==> src/rtl/yuv2rgb_pkg.sv <==
// Shared constants and types for the YUV 4:2:2 to RGB888 converter.
package yuv2rgb_pkg;

  localparam int unsigned CH_W   = 8;
  localparam int unsigned RGB_W  = 3 * CH_W;
  localparam int unsigned FRAC_W = 12;
  localparam int          ROUND_K = 2048;

  localparam int COEF_RV = 5743;
  localparam int COEF_GU = 1409;
  localparam int COEF_GV = 2925;
  localparam int COEF_BU = 7258;

  // Product headroom: |7258*128|+2048 < 2^20; chroma terms fit in +/-227.
  localparam int unsigned PROD_W = 24;
  localparam int unsigned T_W    = 10;
  localparam int unsigned SUM_W  = 12;

  typedef enum logic [1:0] {
    S_U  = 2'd0,
    S_Y0 = 2'd1,
    S_V  = 2'd2,
    S_Y1 = 2'd3
  } state_t;

endpackage

==> src/rtl/yuv2rgb_if.sv <==
// Byte-stream input and pixel output bundle of the converter.
interface yuv2rgb_if;
  import yuv2rgb_pkg::*;

  logic             in_en;
  logic [CH_W-1:0]  yuv_in;
  logic             busy;
  logic             out_valid;
  logic [RGB_W-1:0] rgb_out;

  modport master (output in_en, yuv_in, input busy, out_valid, rgb_out);
  modport slave  (input in_en, yuv_in, output busy, out_valid, rgb_out);

endinterface

==> src/rtl/yuv2rgb_clip.sv <==
// Saturates a signed channel sum into the unsigned 0..255 range.
module yuv2rgb_clip
  import yuv2rgb_pkg::*;
(
  input  logic signed [SUM_W-1:0] sum,
  output logic        [CH_W-1:0]  ch_c
);

  localparam logic signed [SUM_W-1:0] CH_MAX = SUM_W'((1 << CH_W) - 1);

  always_comb begin
    ch_c = sum[CH_W-1:0];
    if (sum[SUM_W-1]) begin
      ch_c = '0;
    end else if (sum > CH_MAX) begin
      ch_c = '1;
    end
  end

endmodule

==> src/rtl/yuv2rgb_conv.sv <==
// Converts a U,Y0,V,Y1 byte stream into two RGB888 pixels per pair,
// through a chroma/luma stage and a clip/output stage.
module yuv2rgb_conv
  import yuv2rgb_pkg::*;
(
  input  logic      clk,
  input  logic      reset,
  yuv2rgb_if.slave  bus
);

  state_t state_q, state_d;
  logic   accept;
  logic   busy_q;

  logic [CH_W-1:0] u_q, y_q, v_q;
  logic            pend_q, pend_chroma_q;

  logic                  s1_valid_q;
  logic [CH_W-1:0]       s1_y_q;
  logic signed [T_W-1:0] s1_tr_q, s1_tg_q, s1_tb_q;

  logic             out_valid_q;
  logic [RGB_W-1:0] rgb_q;

  logic signed [PROD_W-1:0] u_ext, v_ext;
  logic signed [T_W-1:0]    tr_c, tg_c, tb_c;
  logic signed [SUM_W-1:0]  y_ext, sum_r, sum_g, sum_b;
  logic [CH_W-1:0]          r_c, g_c, b_c;

  // Input byte sequencer
  always_ff @(posedge clk or posedge reset) begin
    if (reset) state_q <= S_U;
    else       state_q <= state_d;
  end

  always_comb begin
    state_d = state_q;
    accept  = bus.in_en & ~busy_q;
    if (accept) begin
      case (state_q)
        S_U:     state_d = S_Y0;
        S_Y0:    state_d = S_V;
        S_V:     state_d = S_Y1;
        default: state_d = S_U;
      endcase
    end
  end

  // Chroma terms from the stored U/V; Q12 with round-half-up
  assign u_ext = PROD_W'($signed(u_q));
  assign v_ext = PROD_W'($signed(v_q));
  assign tr_c  = T_W'((v_ext * PROD_W'(COEF_RV) + PROD_W'(ROUND_K)) >>> FRAC_W);
  assign tg_c  = T_W'((PROD_W'(ROUND_K) - u_ext * PROD_W'(COEF_GU)
                       - v_ext * PROD_W'(COEF_GV)) >>> FRAC_W);
  assign tb_c  = T_W'((u_ext * PROD_W'(COEF_BU) + PROD_W'(ROUND_K)) >>> FRAC_W);

  assign y_ext = $signed(SUM_W'(s1_y_q));
  assign sum_r = y_ext + SUM_W'(s1_tr_q);
  assign sum_g = y_ext + SUM_W'(s1_tg_q);
  assign sum_b = y_ext + SUM_W'(s1_tb_q);

  yuv2rgb_clip u_clip_r (.sum(sum_r), .ch_c(r_c));
  yuv2rgb_clip u_clip_g (.sum(sum_g), .ch_c(g_c));
  yuv2rgb_clip u_clip_b (.sum(sum_b), .ch_c(b_c));

  // Byte capture, stage 1 (chroma + luma) and stage 2 (clipped pixel)
  always_ff @(posedge clk or posedge reset) begin
    if (reset) begin
      busy_q        <= 1'b1;
      u_q           <= '0;
      y_q           <= '0;
      v_q           <= '0;
      pend_q        <= 1'b0;
      pend_chroma_q <= 1'b0;
      s1_valid_q    <= 1'b0;
      s1_y_q        <= '0;
      s1_tr_q       <= '0;
      s1_tg_q       <= '0;
      s1_tb_q       <= '0;
      out_valid_q   <= 1'b0;
      rgb_q         <= '0;
    end else begin
      busy_q        <= 1'b0;
      pend_q        <= accept && (state_q == S_V || state_q == S_Y1);
      pend_chroma_q <= accept && (state_q == S_V);
      if (accept) begin
        case (state_q)
          S_U:     u_q <= bus.yuv_in;
          S_V:     v_q <= bus.yuv_in;
          default: y_q <= bus.yuv_in;
        endcase
      end
      s1_valid_q <= pend_q;
      if (pend_q) s1_y_q <= y_q;
      // Chroma is latched once per pair and reused for the second pixel
      if (pend_chroma_q) begin
        s1_tr_q <= tr_c;
        s1_tg_q <= tg_c;
        s1_tb_q <= tb_c;
      end
      out_valid_q <= s1_valid_q;
      if (s1_valid_q) rgb_q <= {r_c, g_c, b_c};
    end
  end

  assign bus.busy      = busy_q;
  assign bus.out_valid = out_valid_q;
  assign bus.rgb_out   = rgb_q;

endmodule

==> src/flat_wrapper.sv <==
// flat-port wrapper written by rule: the top's interface ports become plain ports
module yuv2rgb_conv_flat import yuv2rgb_pkg::*;
  (clk, reset, bus_in_en, bus_yuv_in, bus_busy, bus_out_valid, bus_rgb_out);
  yuv2rgb_if bus_i ();
  input  logic clk;
  input  logic reset;
  input wire logic [$bits(bus_i.in_en)-1:0] bus_in_en;
  input wire logic [$bits(bus_i.yuv_in)-1:0] bus_yuv_in;
  output wire logic [$bits(bus_i.busy)-1:0] bus_busy;
  output wire logic [$bits(bus_i.out_valid)-1:0] bus_out_valid;
  output wire logic [$bits(bus_i.rgb_out)-1:0] bus_rgb_out;
  assign bus_i.in_en = bus_in_en;
  assign bus_i.yuv_in = bus_yuv_in;
  assign bus_busy = bus_i.busy;
  assign bus_out_valid = bus_i.out_valid;
  assign bus_rgb_out = bus_i.rgb_out;
  yuv2rgb_conv u_core (.clk(clk), .reset(reset), .bus(bus_i));
endmodule
==> config.mk <==
export PLATFORM = sky130hd
export DESIGN_NAME = yuv2rgb_conv_flat
export DESIGN_NICKNAME = d
export VERILOG_FILES = /design/src/rtl/yuv2rgb_pkg.sv /design/src/rtl/yuv2rgb_if.sv /design/src/rtl/yuv2rgb_clip.sv /design/src/rtl/yuv2rgb_conv.sv /design/src/flat_wrapper.sv
export SDC_FILE = /design/constraint.sdc
export NUM_CORES = 1
export LEC_CHECK = 0
export ABC_AREA = 1
export BUFFER_PORTS_ARGS = -buffer_cell sky130_fd_sc_hd__buf_2
export CAP_MARGIN = 20
export CORE_ASPECT_RATIO = 1.4
export CORE_MARGIN = 2
export CORE_UTILIZATION = 65
export DETAILED_ROUTE_END_ITERATION = 16
export HOLD_SLACK_MARGIN = 0.08
export PLACE_DENSITY = 0.79
export SLEW_MARGIN = 20
export SYNTH_ARGS = -nofsm -noshare
export SYNTH_HDL_FRONTEND = slang
export SYNTH_HIERARCHICAL = 1
export SYNTH_SLANG_ARGS = --single-unit
==> constraint.sdc <==
create_clock -name clk -period 13.55 [get_ports clk]
set_input_delay 0.6775 -clock clk [delete_from_list [all_inputs] [get_ports clk]]
set_output_delay 0.6775 -clock clk [all_outputs]
set_load 0.01 [all_outputs]
**After elaboration in Yosys (flattened, before gate mapping)**

Index checks and enable logic that the tools add are counted.

- Add/sub/neg operators: 7
- Magnitude comparators: 3
- Divide/modulo/power cells: 0
- Bitwise gates (word level): 3
- Reductions and logical operators: 8
- Multiply operators: 4
- Muxes and demuxes: 7
- Shifts and indexed selects: 0
- Eq/ne operators: 3

Operators by type and width:

| operator | number |
|---|---|
| $mux 8 | 6 |
| $add 22x13->22 const B | 2 |
| $mul 8x13->21 const B | 2 |
| $gt 12x9->1 const B | 3 |
| $add 9x10->11 | 3 |
| $mul 8x14->22 const B | 1 |
| $sub 13x22->22 const A | 1 |
| $sub 22x22->22 | 1 |
| $mul 8x12->20 const B | 1 |
| $pmux 2 s3 | 1 |
| $reduce_and 2->1 | 3 |
| $eq 2x2->1 const B | 2 |
| $eq 2x1->1 const B | 1 |
| $logic_and 1x1->1 | 2 |
| $logic_not 2->1 | 1 |
| $not 1->1 | 2 |
| $reduce_or 2->1 | 1 |
| $and 1x1->1 | 1 |
| $logic_or 1x1->1 | 1 |

- Register bits: 93
- RAM bits: 0
- Bits in latches: 0
- Memories: 0
- Logic and storage cells: 49
- ROM bits: 0
- Input bits: 11

**Longest topological paths before layout**

Gate-level depths: netlist of the first run.

- Word-level depth: 4
- Mapped depth: 25
- Gate-level depth less buffers: 25

**Cells and area by module**

Netlist of the first run, hierarchy kept.

By module, submodules not included:

| module | area each (µm²) | times used | seq. area each (µm²) | cells each |
|---|---|---|---|---|
| yuv2rgb_conv | 12,404.4 | 1 | 2,328.5 | 1,502 |
| yuv2rgb_clip | 162.7 | 3 | 0.0 | 35 |

**Worst setup path after synthesis of the first run**

Ideal clock, no wire load.

- Kind: register to register
- Start point: reg u_core.u_q[7]
- End point: reg u_core.s1_tg_q[9]
- Library setup time: 82 ps
- Path buffers: 0
- Data arrival time: 4,882 ps
- Slack: 8,586 ps
- Stages on the path, launching flop included: 21
- Cells stage by stage: dfrtp_1 inv_1 ha_1 inv_1 ha_1 inv_1 fa_1 inv_1 fa_1 inv_1 fa_1 inv_1 fa_1 inv_1 ha_1 a21oi_1 o21ai_0 a22oi_1 nand4_1 or2_2 a31oi_1

- Longest elaborated chain between the ends: 3

Ends and longest elaborated chain:

| what | RTL line | RTL |
|---|---|---|
| start, declared | yuv2rgb_conv.sv:15 | `logic [CH_W-1:0] u_q, y_q, v_q;` |
| start signal, assigned | yuv2rgb_conv.sv:88 | `S_U: u_q <= bus.yuv_in;` |
| $mul 8x12->20 | yuv2rgb_conv.sv:53 | `assign tg_c = T_W'((PROD_W'(ROUND_K) - u_ext * PROD_W'(COEF_GU)` |
| $sub 13x22->22 | yuv2rgb_conv.sv:53 |  |
| $sub 22x22->22 | yuv2rgb_conv.sv:54 | `- v_ext * PROD_W'(COEF_GV)) >>> FRAC_W);` |
| end signal, assigned | yuv2rgb_conv.sv:98 | `s1_tg_q <= tg_c;` |
| end, declared | yuv2rgb_conv.sv:20 | `logic signed [T_W-1:0] s1_tr_q, s1_tg_q, s1_tb_q;` |

No other way between the ends.
A chain may end at the register's enable or synchronous reset.

**Worst setup path in the final report of the first run**

Same ends and word-level chain as after synthesis.

==> results of run 1 <==
critical path, stage by stage, from the launching register on:
cell and delay, ns:
dfrtp_1 0.81, inv_1 0.24, ha_1 0.38, inv_1 0.10, ha_1 0.15, inv_1 0.05
fa_1 0.52, inv_1 0.06, fa_1 0.53, inv_1 0.06, fa_1 0.53, inv_1 0.06
fa_1 0.52, inv_1 0.04, ha_1 0.34, a21oi_1 0.31, o21ai_0 0.12, a22oi_1 0.14
nand4_1 0.13, or2_2 0.29, a31oi_1 0.12
kinds of logic after synthesis:
| kind of cell | Yosys count |
|---|---|
| muxes | 31 |
| AOI/OAI and AO/OA | 178 |
| other | 1 |
| buffers and inverters | 440 |
| and+or+nand+nor | 492 |
| xor gates and xnor gates | 28 |
| DFF | 93 |
| adders and majority gates | 344 |
cell usage in the layout, fill, tap and decap left out, drive strengths merged, types with 6 or more instances in the layout:
| cell type | instances |
|---|---|
| inv | 426 |
| nand2 | 292 |
| ha | 234 |
| fa | 110 |
| dfrtp | 92 |
| nand3 | 82 |
| nor2 | 80 |
| a21oi | 69 |
| o21ai | 68 |
| buf | 40 |
| mux2 | 31 |
| xor2 | 21 |
| nor3 | 14 |
| a31oi | 10 |
| clkbuf | 10 |
| nand4 | 9 |
| a21o | 9 |
| o21bai | 8 |
| xnor2 | 7 |
| or2 | 6 |
routing by layer:
metal | GRT usage (%) | share of wire [%] | vias up
met5 | 0 | 0 | -
met4 | 18.82 | 6.5 | 0
met2 | 54.58 | 50 | 248
li1 | - | - | 5073
met1 | 35.81 | 41 | 4881
met3 | 2.833 | 3.2 | 97
final timing paths:
path | to | slack [ns] | cells after the start
min in group clk | u_core/s1_tg_q[5]$_DFFE_PP0P_ | 0.49 | 2
hold / removal | u_core/bus.rgb_out[5]$_DFFE_PP0P_ | 0.30 | 2
hold reg to reg | u_core/s1_tg_q[5]$_DFFE_PP0P_ | 0.49 | 2
setup / recovery | u_core/s1_tg_q[9]$_DFFE_PP0P_ | 7.95 | 20
setup reg to reg | u_core/s1_tg_q[9]$_DFFE_PP0P_ | 7.95 | 20
max in group asynchronous | u_core/s1_tb_q[8]$_DFFE_PP0P_ | 12.03 | 3
cell type report:
cell class                 count  area share, %
tap                          252          2.308
sequential                    93          17.04
inverter                     427          12.04
multi-input combinational   1074          64.92
clock inverter                 6         0.3938
timing repair buffer          40          1.539
clock buffer                  10          1.749
per-stage QoR:
stage	worst slack, ns	std cells	area (sq um)	hold WS (ns)	utilization (%)
6_report	7.949	1902	13660	0.3023	69.38
5_1_grt	7.528	1902	13660	0.3332	69.38
4_1_cts	7.907	1902	13660	0.3015	69.38
3_5_place_dp	7.929	1886	13370	0.4737	67.89
3_3_place_gp	8.077	1886	13370	0.4639	67.89
2_1_floorplan	8.586	1607	12890	0.3519	-
state kept, by name (all words and copies together) (netlist names), 2 cells and up:
name	flops
u_core/v_q	8
u_core/s1_y_q	8
u_core/s1_tg_q	10
u_core/state_q	2
u_core/s1_tr_q	10
u_core/bus.rgb_out	24
u_core/s1_tb_q	10
u_core/y_q	8
u_core/u_q	8
==> qor.csv, run 1 <==
stage,metric,value,unit
status,outcome,"finished, final reports clean",
floorplan,core footprint,19690,sq um
sta,Worst Clk Skew,0.009981,ns
cells_and_area,nets@finish,2000,
route,Antenna Violating Nets Remaining,0,
sta,slew margin rel.,32.18,%
clocking,Post-CTS Setup Bufs,0,
clocking,CTS tree,yes,
route,wire per inst,15.90,microns
placed_design,port bufs,36,
floorplan,chip height,170.6,microns
logic_synthesis,complex-gate fraction of the synthesized area,7.754,%
clocking,TritonCTS Sinks,93,
logic_synthesis,Post-synth EDFFs,0,
clocking,CTS H-tree depth,3,
clocking,"Hold-fix buffers, CTS",0,
placed_design,Placer Congestion,0.9733,
logic_synthesis,syn_nets,1962,
logic_synthesis,post-synthesis mux area share,2.708,%
floorplan,Die Area,20990,sq um
sta,Fin. Hold Viols,0,
logic_synthesis,most frequent cells after synthesis,"inv_1, nand2_1, ha_1",
worst_setup_path,Crit Reg-Reg Startpoint,u_core/u_q[7]$_DFFE_PP0P_,
worst_setup_path,CP Data Required Time,13.82,ns
global_routing,largest net degree at the start of global routing,70,
logic_synthesis,fraction of registers with async set/reset,100.0,%
logic_synthesis,Yosys warnings,6,
min_path,Hold WC Path Type,in -> async,
sta,final setup vio count,0,
sta,setup_tns,0,ns
cells_and_area,ANT cells,0,
global_routing,grt ovf,0,
logic_synthesis,XOR/XNOR Fraction of Synth Area,1.902,%
route,router iterations before antenna repair,5,
route,Via Count,10299,
cells_and_area,filler instances,1601,
worst_setup_path,Crit Path Category,reg -> reg,
logic_synthesis,"Seq/Total Area, Yosys",18.06,%
clocking,TritonCTS Buffers,9,
cells_and_area,share of cells above drive strength 1,8.242,%
logic_synthesis,Post-Synth Simple-Gate Area,16.61,%
cells_and_area,area grow syn2layout,5.969,%
logic_synthesis,Synth Cell Area,12890,sq um
logic_synthesis,largest family of logic cells by synthesized area,adder cells,
sta,max-slew violation count,0,
clocking,post-CTS sizing,0,
cells_and_area,footprint of the multi-input gates,8870,sq um
logic_synthesis,post-synth top area share,22.71,%
global_routing,vias in the first global route,10712,
floorplan,I/O Pins,37,
sta,Max Clk Rate,178.5,MHz
sta,RSZ-0062 raised after global routing,no,
global_routing,first-pass GRT wire length,50.45,mm
route,final wirelength,30.25,mm
global_routing,GRT Util Overall,30.92,%
worst_setup_path,Critical Path Source Type,flip-flop,
floorplan,die width,123.0,microns
clocking,CTS Buffer Depth,2,
clocking,"Clk Latency, worst-skew pair",0.35,ns
logic_synthesis,"count leader, synth",inv_1,
logic_synthesis,register bit total from synthesis,93,
logic_synthesis,post-synthesis cell count,1607,
global_routing,initial antenna violation count,0,
route,vias per cell,5.415,
sta,minimum clock period,5.601,ns
worst_setup_path,Crit. End Element,flip-flop,
logic_synthesis,Yosys cell types,49,
floorplan,cell row count,61,
route,drt initial violations,541,
logic_synthesis,Adder-Cell Fraction of Synth Area,39.79,%
placed_design,Post-DP HPWL,25.42,mm
cells_and_area,Reg area,2328,sq um
logic_synthesis,syn avg cell area,8.023,sq um
route,Residual DRC,0,
logic_synthesis,Synth area leader,ha_1,
clocking,"Reg clk slew, reported paths",0.07,ns
sta,period utilization,41.34,%
logic_synthesis,Synth Flop Type,dfrtp_1,
worst_setup_path,crit path DAT,5.87,ns
clocking,Clk Tree Root Cell,clkbuf_16,
worst_setup_path,worst setup path startpoint,u_core/u_q[7]$_DFFE_PP0P_,
logic_synthesis,largest cells by area after synthesis,"ha_1, dfrtp_1, fa_1",
worst_setup_path,worst-path fanout max,18,
floorplan,Starting Density,65.47,%
sta,Slew @ Worst Pin,1.014,ns
flow_run,MaxCap Viol Count,0,
Power of run 1 is left out: the tool's default activity adds up to more than one toggle a clock period on the data nets, which glitch-free logic cannot reach.
==> run 2: changes to the inputs <==
- clock period: 13.55 -> 5.85 ns (I/O delays scaled with it)
==> run 2 against run 1 <==
  * Register-to-register slack got worse by 7.4 ns
  * Worst hold slack got worse by 0.12 ns
  * Non-clock buffer count increased by 6
  * First-iteration DRC count decreased by 16%
  * Highest routed layer unchanged
  * Core utilization increased by 0.26 points
  * Via count decreased by 0.30%
  * Maximum frequency increased by 6.4%
  * Sequential share of layout area decreased by 0.064 points
  * Count of clock-buffer cells in the layout increased by 3
  * Largest cell class unchanged
  * Global-route usage increased by 0.097 points
==> qor.csv, run 2 (synthesis results as in run 1) <==
stage,metric,value,unit,change
floorplan,cell row count,61,,unchanged
cells_and_area,"commonest non-fill, non-tap cell in the layout",inv_1,,
sta,worst setup margin,0.5857,ns,-7.363 ns
global_routing,GR Util met2,55.32,%,+0.74 points
worst_setup_path,Crit Path Category,reg -> reg,,
route,Antenna Violating Nets Remaining,0,,unchanged
route,drt initial violations,452,,-16%
clocking,CTS H-tree depth,3,,unchanged
placed_design,Placer Congestion,0.9805,,+0.74%
status,outcome,"finished, final reports clean",,
flow_run,MaxCap Viol Count,0,,unchanged
floorplan,chip height,170.6,microns,unchanged
route,vias per cell,5.382,,-0.61%
floorplan,Starting Density,65.47,%,unchanged
clocking,"Clk Latency, worst-skew pair",0.35,ns,about the same
cells_and_area,most frequent cells in the layout,"inv_1, nand2_1, ha_1",,
route,final wirelength,30.26,mm,about the same
floorplan,die width,123.0,microns,unchanged
worst_setup_path,CP Data Required Time,6.05,ns,-7.77 ns
min_path,Hold WC Path Type,in -> reg,,
sta,Fin. Hold Viols,0,,unchanged
route,Residual DRC,0,,unchanged
cells_and_area,ANT cells,0,,unchanged
global_routing,largest net degree at the start of global routing,70,,unchanged
floorplan,core footprint,19690,sq um,unchanged
floorplan,Die Area,20990,sq um,unchanged
clocking,TritonCTS Buffers,9,,unchanged
sta,minimum clock period,5.264,ns,-0.3370 ns
clocking,Post-CTS Setup Bufs,0,,unchanged
sta,Slew @ Worst Pin,1.042,ns,+0.02856 ns
global_routing,GRT Util Overall,31.02,%,+0.097 points
global_routing,initial antenna violation count,0,,unchanged
clocking,"Reg clk slew, reported paths",0.07,ns,about the same
worst_setup_path,worst setup path startpoint,u_core/v_q[1]$_DFFE_PP0P_,,
sta,slew margin rel.,30.27,%,-1.9 points
clocking,TritonCTS Sinks,93,,unchanged
worst_setup_path,R2R Setup Slk,0.59,ns,-7.36 ns
global_routing,first-pass GRT wire length,50.60,mm,+0.32%
placed_design,port bufs,36,,unchanged
clocking,"Hold-fix buffers, CTS",1,,+1
worst_setup_path,Crit Reg-Reg Startpoint,u_core/v_q[1]$_DFFE_PP0P_,,
sta,RSZ-0062 raised after global routing,no,,
floorplan,I/O Pins,37,,unchanged
placed_design,Post-DP HPWL,25.53,mm,+0.44%
clocking,CTS tree,yes,,
cells_and_area,area grow syn2layout,6.367,%,
sta,setup_tns,0,ns,unchanged
route,wire per inst,15.86,microns,-0.28%
worst_setup_path,Critical Path Source Type,flip-flop,,
global_routing,met1 usage,35.95,%,+0.14 points
sta,max-slew violation count,0,,unchanged
global_routing,met3 Use GR,3.667,%,+0.83 points
placed_design,dpl ws,0.6325,ns,-7.297 ns
clocking,post-CTS sizing,0,,unchanged
min_path,Hold Startpoint,bus_yuv_in[0],,
worst_setup_path,Crit. End Element,flip-flop,,
sta,Worst Clk Skew,0.009157,ns,-0.0008236 ns
global_routing,grt ovf,0,,unchanged
sta,final setup vio count,0,,unchanged
route,Via Count,10268,,-0.30%
sta,period utilization,89.99,%,+49 points
sta,Max Clk Rate,190.0,MHz,+6.4%
worst_setup_path,worst-path fanout max,9,,-9
cells_and_area,nets@finish,2006,,+0.30%
cells_and_area,share of cells above drive strength 1,8.454,%,+0.21 points
global_routing,vias in the first global route,10627,,-0.79%
cells_and_area,Largest register FFs,24,,unchanged
global_routing,Top Usage Layer GRT,met2,,
clocking,Clk Tree Root Cell,clkbuf_16,,
route,router iterations before antenna repair,7,,+2
clocking,CTS Buffer Depth,2,,unchanged
worst_setup_path,crit path DAT,5.47,ns,-0.40 ns
run 2: stage by stage:
stage | instance area [sq um] | hold WS, ns | utilization (%) | std cells
final | 13710 | 0.1813 | 69.64 | 1908
after global routing | 13710 | 0.1726 | 69.64 | 1908
after CTS | 13710 | 0.1759 | 69.64 | 1908
after detailed placement | 13410 | 0.3032 | 68.08 | 1891
after global placement | 13410 | 0.2943 | 68.08 | 1891
after floorplan | 12890 | 0.3519 | - | 1607
run 2: final timing paths:
check	endpoint	depth (start not counted)
max	u_core/s1_tg_q[3]$_DFFE_PP0P_	17
min	u_core/v_q[0]$_DFFE_PP0P_	3
max reg2reg	u_core/s1_tg_q[3]$_DFFE_PP0P_	17
min reg2reg	u_core/y_q[4]$_DFFE_PP0P_	2
max in group asynchronous	u_core/s1_tb_q[4]$_DFFE_PP0P_	4
min in group asynchronous	u_core/bus.rgb_out[18]$_DFFE_PP0P_	3
run 2: worst max-delay path, stage by stage, from the launching register on:
cell,delay [ns]
dfrtp_1,0.58
inv_1,0.22
ha_1,0.47
inv_1,0.09
fa_1,0.49
ha_1,0.35
fa_1,0.49
fa_1,0.49
inv_1,0.05
fa_1,0.53
inv_1,0.05
ha_1,0.33
nand2_1,0.17
inv_1,0.06
a21oi_1,0.23
o2111ai_1,0.19
xnor2_1,0.23
o21ai_0,0.10
run 2: metal layers:
| layer | part of all wire [%] | up-vias |
|---|---|---|
| li1 | - | 5082 |
| met1 | 40 | 4816 |
| met2 | 50 | 273 |
| met3 | 3.4 | 97 |
| met4 | 6.2 | 0 |
| met5 | 0 | - |
run 2: final cells by class:
cell class,instances,area (sq um)
multi-input cells,1074,8870
fillers,1634,5978
clock inverters,3,26.28
clock buffers,13,270.3
flip-flops and latches,93,2328
well taps,252,315.3
repair buffers,46,257.7
inverters,427,1645
Power of run 2 is left out for the same reason.
==> run 3: changes to the inputs <==
--- a/config.mk
+++ b/config.mk
@@ -13,5 +13,5 @@
 export CORE_UTILIZATION = 65
 export DETAILED_ROUTE_END_ITERATION = 16
-export HOLD_SLACK_MARGIN = 0.08
+export HOLD_SLACK_MARGIN = 0.02
 export PLACE_DENSITY = 0.79
 export SLEW_MARGIN = 20
==> constraint.sdc (replaced) <==
create_clock -name clk -period 5.85 [get_ports clk]
set_input_delay 0.585 -clock clk [delete_from_list [all_inputs] [get_ports clk]]
set_output_delay 0.585 -clock clk [all_outputs]
set_load 0.01 [all_outputs]
==> run 3 against run 2 <==
  * First-iteration DRC count grew 9.1%
  * Core utilization shrank 0.051 points
  * Final cell count is essentially flat
  * Die area is the same
  * Maximum frequency shrank 0.12%
  * Register-to-register slack is essentially flat
  * Setup slack lost 0.0061 ns
  * Global-route usage is essentially flat
  * Critical endpoint is now u_core/s1_tg_q[1]$_DFFE_PP0P_
  * Largest cell class unchanged
  * Highest routed layer unchanged
==> qor.csv, run 3 (synthesis results as in run 1) <==
stage,metric,value,unit,change
sta,final setup vio count,0,,unchanged
route,router iterations before antenna repair,7,,unchanged
global_routing,GRT Util Overall,30.99,%,about the same
sta,RSZ-0062 raised after global routing,no,,
route,final wirelength,30.24,mm,about the same
cells_and_area,nets@finish,2005,,-0.050%
floorplan,die width,123.0,microns,unchanged
status,outcome,"finished, final reports clean",,
global_routing,initial antenna violation count,0,,unchanged
sta,slew margin rel.,30.81,%,+0.54 points
floorplan,cell row count,61,,unchanged
cells_and_area,most frequent cells in the layout,"inv_1, nand2_1, ha_1",,
sta,Max Clk Rate,189.7,MHz,-0.12%
cells_and_area,area grow syn2layout,6.288,%,about the same
cells_and_area,share of cells above drive strength 1,8.459,%,about the same
worst_setup_path,Crit Path Category,reg -> reg,,
worst_setup_path,Crit. End Element,flip-flop,,
route,Antenna Violating Nets Remaining,0,,unchanged
route,Via Count,10248,,-0.19%
global_routing,largest net degree at the start of global routing,70,,unchanged
floorplan,Die Area,20990,sq um,unchanged
floorplan,Starting Density,65.47,%,unchanged
placed_design,port bufs,36,,unchanged
worst_setup_path,CP Data Required Time,6.12,ns,+0.07 ns
clocking,Post-CTS Setup Bufs,0,,unchanged
sta,max-slew violation count,0,,unchanged
clocking,CTS tree,yes,,
clocking,CTS Buffer Depth,2,,unchanged
clocking,Clk Tree Root Cell,clkbuf_16,,
clocking,TritonCTS Buffers,9,,unchanged
sta,setup_tns,0,ns,unchanged
floorplan,I/O Pins,37,,unchanged
global_routing,grt ovf,0,,unchanged
worst_setup_path,crit path DAT,5.54,ns,+0.07 ns
global_routing,first-pass GRT wire length,50.56,mm,about the same
sta,Slew @ Worst Pin,1.034,ns,-0.008044 ns
route,wire per inst,15.86,microns,about the same
floorplan,core footprint,19690,sq um,unchanged
clocking,TritonCTS Sinks,93,,unchanged
route,vias per cell,5.374,,-0.14%
clocking,post-CTS sizing,0,,unchanged
clocking,CTS H-tree depth,3,,unchanged
clocking,"Clk Latency, worst-skew pair",0.35,ns,about the same
sta,period utilization,90.09,%,+0.11 points
route,Residual DRC,0,,unchanged
placed_design,Post-DP HPWL,25.53,mm,unchanged
clocking,"Reg clk slew, reported paths",0.07,ns,about the same
cells_and_area,ANT cells,0,,unchanged
clocking,"Hold-fix buffers, CTS",0,,-1
placed_design,Placer Congestion,0.9805,,unchanged
worst_setup_path,worst-path fanout max,9,,unchanged
sta,Worst Clk Skew,0.007960,ns,-0.001197 ns
flow_run,MaxCap Viol Count,0,,unchanged
floorplan,chip height,170.6,microns,unchanged
sta,Fin. Hold Viols,0,,unchanged
min_path,Hold WC Path Type,in -> async,,
cells_and_area,"commonest non-fill, non-tap cell in the layout",inv_1,,
sta,minimum clock period,5.270,ns,+0.006144 ns
worst_setup_path,Critical Path Source Type,flip-flop,,
route,drt initial violations,493,,+9.1%
cells_and_area,Largest register FFs,24,,unchanged
global_routing,vias in the first global route,10615,,-0.11%
[run 3: critical path, stage by stage, from the launching register on]
cell and delay, ns:
dfrtp_1 0.58, inv_1 0.22, ha_1 0.47, inv_1 0.09, fa_1 0.49, ha_1 0.35
fa_1 0.49, fa_1 0.49, inv_1 0.05, fa_1 0.52, inv_1 0.04, ha_1 0.32
nand2_1 0.14, nor2_1 0.11, inv_1 0.05, o21ai_0 0.26, a21oi_1 0.10, or2_2 0.28
a31oi_1 0.12
[run 3: worst paths after layout]
path	startpoint	endpoint	slack [ns]	cells after the start
max	u_core/v_q[1]$_DFFE_PP0P_	u_core/s1_tg_q[1]$_DFFE_PP0P_	0.58	18
min	reset	u_core/bus.rgb_out[18]$_DFFE_PP0P_	0.21	2
max reg2reg	u_core/v_q[1]$_DFFE_PP0P_	u_core/s1_tg_q[1]$_DFFE_PP0P_	0.58	18
min reg2reg	u_core/y_q[4]$_DFFE_PP0P_	u_core/y_q[4]$_DFFE_PP0P_	0.48	2
max in group asynchronous	reset	u_core/s1_tg_q[5]$_DFFE_PP0P_	4.43	3
min in group clk	bus_yuv_in[0]	u_core/v_q[0]$_DFFE_PP0P_	0.48	3
[run 3: layout make-up]
cell class	count	area [sq um]
repair buffers	45	247.7
inverters	427	1645
multi-input cells	1074	8870
fillers	1635	5988
clock inverters	3	26.28
well taps	252	315.3
clock buffers	13	270.3
flip-flops and latches	93	2328
[run 3: per-layer routing]
layer | global-route usage, % | share of wire, %
met5 | 0 | 0
met4 | 16.45 | 6.3
met3 | 3.667 | 2.9
met2 | 55.22 | 50
met1 | 35.95 | 41
[run 3: per-stage QoR]
step | cell area, sq um | std cells | utilization (%) | setup WS (ns) | hold WS, ns
finish | 13700 | 1907 | 69.59 | 0.5795 | 0.2134
global route | 13700 | 1907 | 69.59 | 0.2517 | 0.2437
CTS | 13700 | 1907 | 69.59 | 0.6108 | 0.2251
detailed placement | 13410 | 1891 | 68.08 | 0.6325 | 0.4700
global placement | 13410 | 1891 | 68.08 | 0.6667 | 0.4652
floorplan | 12890 | 1607 | - | 0.8860 | 0.3519
Power of run 3 is left out for the same reason.
